--- src/rtl/cmos_emu_pkg.sv ---
// rtl/cmos_emu_pkg.sv - shared types and constants for the CMOS sensor emulator
//
// Purpose : frame FSM state encoding, test-pattern encodings, LFSR seed/taps
//           and the LFSR step function used by the pattern generator.
// Ports   : none (package)
package cmos_emu_pkg;

  typedef enum logic [2:0] {
    S_IDLE       = 3'd0,
    S_VS_LEAD    = 3'd1,
    S_LINE_ACT   = 3'd2,
    S_LINE_BLANK = 3'd3,
    S_VS_TAIL    = 3'd4,
    S_V_BLANK    = 3'd5
  } emu_state_t;

  localparam logic [1:0] PAT_HRAMP = 2'd0;
  localparam logic [1:0] PAT_VRAMP = 2'd1;
  localparam logic [1:0] PAT_CHECK = 2'd2;
  localparam logic [1:0] PAT_FRAME = 2'd3;

  // x^8 + x^6 + x^5 + x^4 + 1 -> feedback from register bits 7, 5, 4, 3
  localparam logic [7:0] LFSR_SEED = 8'hA5;
  localparam logic [7:0] LFSR_TAPS = 8'hB8;

  function automatic logic [7:0] lfsr_next(input logic [7:0] q);
    return {q[6:0], ^(q & LFSR_TAPS)};
  endfunction

endpackage

--- src/rtl/cmos_sensor_emu_if.sv ---
// rtl/cmos_sensor_emu_if.sv - 8-bit parallel DVP sensor bus
//
// Purpose : groups the sensor-side bus signals.
// Signals : cmos_vsync - high for the whole frame
//           cmos_href  - high during active pixels
//           cmos_data  - pixel byte, 8'h00 while href is low
// Modports: master (sensor/emulator drives), slave (capture path receives)
interface cmos_sensor_emu_if;
  logic       cmos_vsync;
  logic       cmos_href;
  logic [7:0] cmos_data;

  modport master (output cmos_vsync, output cmos_href, output cmos_data);
  modport slave  (input  cmos_vsync, input  cmos_href, input  cmos_data);
endinterface

--- src/rtl/cmos_emu_pattern_gen.sv ---
// rtl/cmos_emu_pattern_gen.sv - next-pixel test pattern generator
//
// Purpose : combinationally forms the data byte that will be registered onto
//           the bus together with href; owns the LFSR when CMOS_EMU_LFSR_EN
//           is defined (pattern 3 = LFSR), otherwise pattern 3 = frame count.
// Ports   : i_clk, i_rst   - pixel clock / async active-high reset (LFSR only)
//           i_seed         - reload LFSR with the seed (vsync rising edge)
//           i_frame_cnt    - completed-frame count low byte (no LFSR build)
//           i_x, i_y       - low bytes of pixel / line position
//           i_pat          - pattern latched for the current frame
//           i_href_next    - href value being registered this cycle
//           o_data_next    - data value being registered this cycle
module cmos_emu_pattern_gen
  import cmos_emu_pkg::*;
(
`ifdef CMOS_EMU_LFSR_EN
  input  logic       i_clk,
  input  logic       i_rst,
  input  logic       i_seed,
`else
  input  logic [7:0] i_frame_cnt,
`endif
  input  logic [7:0] i_x,
  input  logic [7:0] i_y,
  input  logic [1:0] i_pat,
  input  logic       i_href_next,
  output logic [7:0] o_data_next
);

  logic [7:0] w_pix;
  logic [7:0] w_fill;

`ifdef CMOS_EMU_LFSR_EN
  logic [7:0] r_lfsr;

  // Current LFSR state is the pixel for this href cycle; it steps after use.
  always_ff @(posedge i_clk or posedge i_rst) begin
    if (i_rst) begin
      r_lfsr <= LFSR_SEED;
    end else if (i_seed) begin
      r_lfsr <= LFSR_SEED;
    end else if (i_href_next) begin
      r_lfsr <= lfsr_next(r_lfsr);
    end
  end

  assign w_fill = r_lfsr;
`else
  assign w_fill = i_frame_cnt;
`endif

  always_comb begin
    w_pix = 8'h00;
    case (i_pat)
      PAT_HRAMP: w_pix = i_x;
      PAT_VRAMP: w_pix = i_y;
      PAT_CHECK: w_pix = (i_x[4] ^ i_y[4]) ? 8'hFF : 8'h00;
      PAT_FRAME: w_pix = w_fill;
      default:   w_pix = 8'h00;
    endcase
  end

  assign o_data_next = i_href_next ? w_pix : 8'h00;

endmodule

--- src/rtl/cmos_sensor_emu.sv ---
// rtl/cmos_sensor_emu.sv - DVP CMOS sensor emulator (vsync/href/data source)
//
// Purpose : generates frames with programmable geometry and test patterns.
//           Optional macro CMOS_EMU_LFSR_EN turns pattern 3 into an 8-bit LFSR.
// Ports   : clk_cmos    - pixel clock
//           rst         - asynchronous reset, active-high
//           enable      - run request, sampled only at frame boundaries
//           pattern_sel - 0 h-ramp, 1 v-ramp, 2 checkerboard, 3 frame fill/LFSR
//           dvp         - sensor bus (vsync/href/data), master side
//           frame_cnt   - completed frames, wraps at 16 bits
//           frame_done  - one-cycle pulse on the edge vsync falls
module cmos_sensor_emu
  import cmos_emu_pkg::*;
#(
  parameter int H_ACTIVE = 1280,
  parameter int H_BLANK  = 370,
  parameter int V_ACTIVE = 724,
  parameter int VS_LEAD  = 100,
  parameter int VS_TAIL  = 100,
  parameter int V_BLANK  = 2000
) (
  input  logic                clk_cmos,
  input  logic                rst,
  input  logic                enable,
  input  logic [1:0]          pattern_sel,
  cmos_sensor_emu_if.master   dvp,
  output logic [15:0]         frame_cnt,
  output logic                frame_done
);

  // Down-counter reload values: a state lasting N cycles is entered with N-1.
  localparam logic [15:0] L_VS_LEAD  = 16'(VS_LEAD - 1);
  localparam logic [15:0] L_H_ACTIVE = 16'(H_ACTIVE - 1);
  localparam logic [15:0] L_H_BLANK  = 16'(H_BLANK - 1);
  localparam logic [15:0] L_VS_TAIL  = 16'(VS_TAIL - 1);
  localparam logic [15:0] L_V_BLANK  = 16'(V_BLANK - 1);
  localparam logic [15:0] Y_LAST     = 16'(V_ACTIVE - 1);

  emu_state_t  r_state, w_state_next;
  logic [15:0] r_cnt, w_cnt_next;
  logic [15:0] r_x, w_x_next;
  logic [15:0] r_y, w_y_next;
  logic [1:0]  r_pat, w_pat_next;

  logic        r_vsync;
  logic        r_href;
  logic [7:0]  r_data;
  logic [15:0] r_frame_cnt;
  logic        r_frame_done;

  logic        w_cnt_zero;
  logic        w_vsync_next;
  logic        w_href_next;
  logic        w_vsync_fall;
  logic [7:0]  w_data_next;

  assign w_cnt_zero = (r_cnt == 16'd0);

  always_ff @(posedge clk_cmos or posedge rst) begin
    if (rst) begin
      r_state <= S_IDLE;
      r_cnt   <= 16'd0;
      r_x     <= 16'd0;
      r_y     <= 16'd0;
      r_pat   <= PAT_HRAMP;
    end else begin
      r_state <= w_state_next;
      r_cnt   <= w_cnt_next;
      r_x     <= w_x_next;
      r_y     <= w_y_next;
      r_pat   <= w_pat_next;
    end
  end

  always_comb begin
    w_state_next = r_state;
    w_cnt_next   = r_cnt;
    w_x_next     = r_x;
    w_y_next     = r_y;
    w_pat_next   = r_pat;
    case (r_state)
      S_IDLE: begin
        if (enable) begin
          w_state_next = S_VS_LEAD;
          w_cnt_next   = L_VS_LEAD;
          w_pat_next   = pattern_sel;
        end
      end
      S_VS_LEAD: begin
        if (w_cnt_zero) begin
          w_state_next = S_LINE_ACT;
          w_cnt_next   = L_H_ACTIVE;
          w_x_next     = 16'd0;
          w_y_next     = 16'd0;
        end else begin
          w_cnt_next = r_cnt - 16'd1;
        end
      end
      S_LINE_ACT: begin
        w_x_next = r_x + 16'd1;
        if (w_cnt_zero) begin
          // The last line goes straight to the tail; no line blank after it.
          if (r_y == Y_LAST) begin
            w_state_next = S_VS_TAIL;
            w_cnt_next   = L_VS_TAIL;
          end else begin
            w_state_next = S_LINE_BLANK;
            w_cnt_next   = L_H_BLANK;
          end
        end else begin
          w_cnt_next = r_cnt - 16'd1;
        end
      end
      S_LINE_BLANK: begin
        if (w_cnt_zero) begin
          w_state_next = S_LINE_ACT;
          w_cnt_next   = L_H_ACTIVE;
          w_x_next     = 16'd0;
          w_y_next     = r_y + 16'd1;
        end else begin
          w_cnt_next = r_cnt - 16'd1;
        end
      end
      S_VS_TAIL: begin
        if (w_cnt_zero) begin
          w_state_next = S_V_BLANK;
          w_cnt_next   = L_V_BLANK;
        end else begin
          w_cnt_next = r_cnt - 16'd1;
        end
      end
      S_V_BLANK: begin
        if (w_cnt_zero) begin
          if (enable) begin
            w_state_next = S_VS_LEAD;
            w_cnt_next   = L_VS_LEAD;
            w_pat_next   = pattern_sel;
          end else begin
            w_state_next = S_IDLE;
            w_cnt_next   = 16'd0;
          end
        end else begin
          w_cnt_next = r_cnt - 16'd1;
        end
      end
      default: begin
        w_state_next = S_IDLE;
        w_cnt_next   = 16'd0;
      end
    endcase
  end

  // Bus outputs are registered copies of the current state's decode, so the
  // whole bus trails the FSM by one cycle and data stays aligned with href.
  assign w_vsync_next = (r_state == S_VS_LEAD)  || (r_state == S_LINE_ACT) ||
                        (r_state == S_LINE_BLANK) || (r_state == S_VS_TAIL);
  assign w_href_next  = (r_state == S_LINE_ACT);
  assign w_vsync_fall = r_vsync & ~w_vsync_next;

  cmos_emu_pattern_gen u_pattern_gen (
`ifdef CMOS_EMU_LFSR_EN
    .i_clk       (clk_cmos),
    .i_rst       (rst),
    .i_seed      (w_vsync_next & ~r_vsync),
`else
    .i_frame_cnt (r_frame_cnt[7:0]),
`endif
    .i_x         (r_x[7:0]),
    .i_y         (r_y[7:0]),
    .i_pat       (r_pat),
    .i_href_next (w_href_next),
    .o_data_next (w_data_next)
  );

  always_ff @(posedge clk_cmos or posedge rst) begin
    if (rst) begin
      r_vsync      <= 1'b0;
      r_href       <= 1'b0;
      r_data       <= 8'h00;
      r_frame_cnt  <= 16'd0;
      r_frame_done <= 1'b0;
    end else begin
      r_vsync      <= w_vsync_next;
      r_href       <= w_href_next;
      r_data       <= w_data_next;
      r_frame_done <= w_vsync_fall;
      if (w_vsync_fall) begin
        r_frame_cnt <= r_frame_cnt + 16'd1;
      end
    end
  end

  assign dvp.cmos_vsync = r_vsync;
  assign dvp.cmos_href  = r_href;
  assign dvp.cmos_data  = r_data;
  assign frame_cnt      = r_frame_cnt;
  assign frame_done     = r_frame_done;

endmodule

--- src/flat_wrapper.sv ---
// flat-port wrapper written by rule: the top's interface ports become plain ports
module cmos_sensor_emu_flat import cmos_emu_pkg::*;
#(
  parameter int H_ACTIVE = 1280,
  parameter int H_BLANK  = 370,
  parameter int V_ACTIVE = 724,
  parameter int VS_LEAD  = 100,
  parameter int VS_TAIL  = 100,
  parameter int V_BLANK  = 2000
)
  (clk_cmos, rst, enable, pattern_sel, frame_cnt, frame_done, dvp_cmos_vsync, dvp_cmos_href, dvp_cmos_data);
  cmos_sensor_emu_if dvp_i ();
  input  logic clk_cmos;
  input  logic rst;
  input  logic enable;
  input  logic [1:0] pattern_sel;
  output logic [15:0] frame_cnt;
  output logic frame_done;
  output wire logic [$bits(dvp_i.cmos_vsync)-1:0] dvp_cmos_vsync;
  output wire logic [$bits(dvp_i.cmos_href)-1:0] dvp_cmos_href;
  output wire logic [$bits(dvp_i.cmos_data)-1:0] dvp_cmos_data;
  assign dvp_cmos_vsync = dvp_i.cmos_vsync;
  assign dvp_cmos_href = dvp_i.cmos_href;
  assign dvp_cmos_data = dvp_i.cmos_data;
  cmos_sensor_emu #(.H_ACTIVE(H_ACTIVE), .H_BLANK(H_BLANK), .V_ACTIVE(V_ACTIVE), .VS_LEAD(VS_LEAD), .VS_TAIL(VS_TAIL), .V_BLANK(V_BLANK)) u_core (.clk_cmos(clk_cmos), .rst(rst), .enable(enable), .pattern_sel(pattern_sel), .dvp(dvp_i), .frame_cnt(frame_cnt), .frame_done(frame_done));
endmodule
--- config.mk ---
export PLATFORM = sky130hd
export DESIGN_NAME = cmos_sensor_emu_flat
export DESIGN_NICKNAME = d
export VERILOG_FILES = /design/src/rtl/cmos_emu_pkg.sv /design/src/rtl/cmos_sensor_emu_if.sv /design/src/rtl/cmos_emu_pattern_gen.sv /design/src/rtl/cmos_sensor_emu.sv /design/src/flat_wrapper.sv
export SDC_FILE = /design/constraint.sdc
export NUM_CORES = 1
export LEC_CHECK = 0
export CORE_ASPECT_RATIO = 0.7
export CORE_MARGIN = 1.5
export CORE_UTILIZATION = 41
export CTS_CLUSTER_SIZE = 14
export DETAILED_ROUTE_END_ITERATION = 10
export GPL_ROUTABILITY_DRIVEN = 1
export HOLD_SLACK_MARGIN = 0.03
export PLACE_DENSITY = 0.61
export SYNTH_ARGS = -nofsm -noshare
export SYNTH_HDL_FRONTEND = slang
export SYNTH_SLANG_ARGS = --single-unit
--- constraint.sdc ---
create_clock -name clk_cmos -period 6.1 [get_ports clk_cmos]
set_input_delay 1.22 -clock clk_cmos [delete_from_list [all_inputs] [get_ports clk_cmos]]
set_output_delay 1.22 -clock clk_cmos [all_outputs]
set_load 0.02 [all_outputs]
==> flow_summary_export.csv <==
group,metric,value,unit
status,outcome,"finished, final reports clean",
setup_path,setup.worst_path.class,"primary input to register",
synthesis,synth_seq_area_share,43.4,%
flow_run,max-cap-violations,0,
final_layout,final_common_cell,"sky130_fd_sc_hd__dfrtp_1",
route,drt-initial-drc-count,334,
cts,cts.htree.levels,3,
synthesis,postSynth.topFlopCell,"sky130_fd_sc_hd__dfrtp_1",
power,internal_power,915,µW
floorplan,placement_rows,30,
power,power.share.combinational,3.2,%
route,drt_pre_antenna_iters,5,
cts,clock_sink_count,72,
cts,cts_inserted_buffers,9,
placement,routability_cong,0.797,
timing,finClkSkew,0.00560,ns
synthesis,post_synth_instance_area,0.00415,mm²
synthesis,synth_cells,454,
floorplan,floorplan.die_area,0.0107,mm²
power,seqPwrFrac,43.4,%
timing,layout_worst_path_cycle_share,50.5,%
route,drc,0,
cts,cts-hold-fix-buffers,0,
global_route,groute.usage.overall,20.3,%
route,detailroute.via_count,3554,
worst_hold_path,worstHoldPathType,"register to register",
power,net-switching-power,243,µW
global_route,grt_start_max_net_pins,40,
route,detail-route-antenna-nets,0,
floorplan,core_region_area,0.00976,mm²
synthesis,postSynthRegisterBits,72,
cts,clk_pin_slew,0.06,ns
timing,endpoints_failing_setup,0,
timing,worst_pin_slew,0.986,ns
synthesis,avgSynthCellArea,9.14,µm²
floorplan,die_w,123,µm
power,powerDensity,237,mW/mm²
cts,postCtsSetupBuffers,0,
synthesis,synth_enable_flop_cells,0,
final_layout,finish.net_count,486,
timing,final_hold_slack,0.490,ns
cts,insertion_delay,0.33,ns
timing,maxClockFrequency,325,MHz
synthesis,asyncSetResetFlopFracSynth,100,%
setup_path,end_kind,"register",
power,vdd.ir_drop.worst,150,µV
floorplan,initial_utilization,42.5,%
placement,numPortBuffers,31,
final_layout,drive_gt1_share,8.73,%
worst_hold_path,whs_path_depth,1,
route,via_per_inst,5.84,
global_route,first_global_vias,3217,
cts,number_of_buffers_on_the_longest_clock_path,2,
timing,finalCriticalPeriod,3.08,ns
floorplan,design.portCount,32,
final_layout,layout.cells.most_common_list,"sky130_fd_sc_hd__dfrtp_1 (72), sky130_fd_sc_hd__nor2_1 (46), sky130_fd_sc_hd__nand2_1 (41), sky130_fd_sc_hd__clkdlybuf4s50_1 (31), sky130_fd_sc_hd__a21oi_1 (22)",
timing,total_negative_setup_slacks,0,ns
global_route,grt_antenna_before_repair,0,
timing,rsz0062_at_grt,"false",
timing,number_of_hold_slack_violations_in_the_final_timing_report,0,
placement,dp_hpwl,7.28,mm
cts,post_cts.resized_instances,0,
timing,slew-limit-headroom,33.7,%
setup_path,r2r_cells,5,
synthesis,post_synth_num_cell_types,66,
final_layout,layout-area-overhead-vs-synth,17.8,%
route,routed_wl,10.3,mm
power,pwr-share-clk,53.4,%
synthesis,yosys_warnings,0,
setup_path,critical_path_arrival,3.28,ns
power,fin_total_pwr,1.16,mW
route,avgRoutedWirePerCell,16.9,µm
setup_path,critical_path.startpoint_type,"primary input",
setup_path,path_max_fanout,14,
global_route,global_route_wire_length_before_repair,16.8,mm
setup_path,crit_required,6.30,ns
synthesis,mappedNetlistNets,464,
global_route,overall_overflow_remaining_after_global_route,0,
power,power.leakage,1.95,nW
cts,cts_root_buf,"sky130_fd_sc_hd__clkbuf_16",
timing,slew_viol_final,0,
cts,cts_tree,"yes",
final_layout,antenna_cells_inserted,0,
floorplan,die_boundary_height,87.2,µm
power,sw_ratio,21.0,%
cells in the mapped netlist, types with 2 or more instances:
| library cell | number | share of area, % |
|---|---|---|
| sky130_fd_sc_hd__nor3b_1 | 4 | 0.72 |
| sky130_fd_sc_hd__dfrtp_1 | 72 | 43 |
| sky130_fd_sc_hd__inv_1 | 13 | 1.2 |
| sky130_fd_sc_hd__a22oi_1 | 3 | 0.54 |
| sky130_fd_sc_hd__and2_2 | 2 | 0.36 |
| sky130_fd_sc_hd__a22o_2 | 4 | 0.96 |
| sky130_fd_sc_hd__nand2b_1 | 6 | 0.90 |
| sky130_fd_sc_hd__a21boi_0 | 3 | 0.54 |
| sky130_fd_sc_hd__and4b_1 | 2 | 0.48 |
| sky130_fd_sc_hd__and4_1 | 3 | 0.63 |
| sky130_fd_sc_hd__a31oi_1 | 6 | 0.90 |
| sky130_fd_sc_hd__nand4_1 | 9 | 1.4 |
| sky130_fd_sc_hd__o31ai_1 | 11 | 2.0 |
| sky130_fd_sc_hd__buf_2 | 3 | 0.36 |
| sky130_fd_sc_hd__nand2_1 | 41 | 3.7 |
| sky130_fd_sc_hd__nor3_1 | 14 | 1.7 |
| sky130_fd_sc_hd__xor2_1 | 10 | 2.1 |
| sky130_fd_sc_hd__clkbuf_1 | 15 | 1.4 |
| sky130_fd_sc_hd__nand3_1 | 21 | 2.5 |
| sky130_fd_sc_hd__nor2b_1 | 2 | 0.30 |
| sky130_fd_sc_hd__a21o_1 | 2 | 0.36 |
| sky130_fd_sc_hd__mux2i_1 | 11 | 2.7 |
| sky130_fd_sc_hd__a221oi_1 | 2 | 0.42 |
| sky130_fd_sc_hd__nor4_1 | 9 | 1.4 |
| sky130_fd_sc_hd__nor2_1 | 46 | 4.2 |
| sky130_fd_sc_hd__or4_4 | 2 | 0.54 |
| sky130_fd_sc_hd__o211ai_1 | 4 | 0.72 |
| sky130_fd_sc_hd__a21oi_1 | 22 | 2.7 |
| sky130_fd_sc_hd__xnor2_1 | 19 | 4.0 |
| sky130_fd_sc_hd__o21ai_0 | 13 | 1.6 |
| sky130_fd_sc_hd__a211oi_1 | 12 | 2.2 |
| sky130_fd_sc_hd__o22ai_1 | 8 | 1.2 |
| sky130_fd_sc_hd__buf_1 | 3 | 0.27 |
| sky130_fd_sc_hd__or4_1 | 6 | 1.1 |
| sky130_fd_sc_hd__ha_1 | 5 | 1.5 |
| sky130_fd_sc_hd__and3_1 | 6 | 0.90 |
| sky130_fd_sc_hd__or3_1 | 8 | 1.2 |
| sky130_fd_sc_hd__or2_2 | 4 | 0.60 |
logic make-up after synthesis:
kind of cell    after synthesis  share of synthesized area (%)
fa+ha+maj                     5                           1.51
flops                        72                           43.4
xor+xnor                     29                           6.12
simple gates                196                           25.4
buf+inv                      38                           4.04
mux                          12                           2.92
compound gates              102                           16.6
power by group through the flow:
stage	clock, mW	combinational (mW)	sequential (mW)
finish	0.618	0.0367	0.503
global route	0.648	0.0421	0.505
CTS	0.626	0.0377	0.502
detailed placement	0	0.0374	0.511
global placement	0	0.0370	0.510
floorplan	0	0.0316	0.505
stage by stage:
step           cell area, µm²  worst slack (ns)  instances  utilization (%)
6_report                 4890              3.02        609             50.1
5_1_grt                  4890              2.74        609             50.1
4_1_cts                  4890              3.06        609             50.1
3_5_place_dp             4540              2.73        593             46.5
3_3_place_gp             4540              2.80        593             46.5
2_1_floorplan            4150              3.06        454                -
final timing paths:
check	slack [ns]	to	startpoint
worst max-delay path	3.02	u_core.r_cnt[12]	enable
worst min-delay path	0.49	u_core.frame_cnt[10]	u_core.frame_cnt[10]
worst max register to register	3.03	u_core.r_y[11]	u_core.r_cnt[6]
worst min register to register	0.49	u_core.frame_cnt[10]	u_core.frame_cnt[10]
max in group asynchronous	3.79	u_core.dvp.cmos_data[0]	rst
min in group asynchronous	1.35	u_core.r_y[6]	rst
metal layers:
layer | track usage [%] | share of wire (%) | vias to the layer above
li1 | - | - | 1718
met1 | 32.5 | 53 | 1731
met2 | 26.7 | 41 | 92
met3 | 4.32 | 5.1 | 13
met4 | 6.37 | 1.0 | 0
met5 | 0 | 0 | -
final cells by class:
cell class | instances | area, µm²
multi-input cells | 344 | 2180
inverters | 14 | 52.6
clock inverters | 6 | 115
fillers | 894 | 4870
repair buffers | 35 | 340
flip-flops and latches | 72 | 1800
clock buffers | 10 | 239
well taps | 128 | 160
worst max-delay path, cell delays in order:
cell and delay (ns):
sky130_fd_sc_hd__clkdlybuf4s50_1 0.67, sky130_fd_sc_hd__nor4_2 0.72, sky130_fd_sc_hd__nor3_1 0.25, sky130_fd_sc_hd__nor3b_1 0.22
sky130_fd_sc_hd__xnor2_1 0.14, sky130_fd_sc_hd__nor2_1 0.05
registers in the layout, summed over array words and instances (netlist names):
register / flops
u_core.dvp.cmos_data: 8
u_core.r_pat: 2
u_core.r_x: 8
u_core.r_state: 3
u_core.dvp.cmos_vsync: 1
u_core.dvp.cmos_href: 1
u_core.r_y: 16
u_core.r_cnt: 16
u_core.frame_done: 1
u_core.frame_cnt: 16
(Power assumes the default switching activity.)
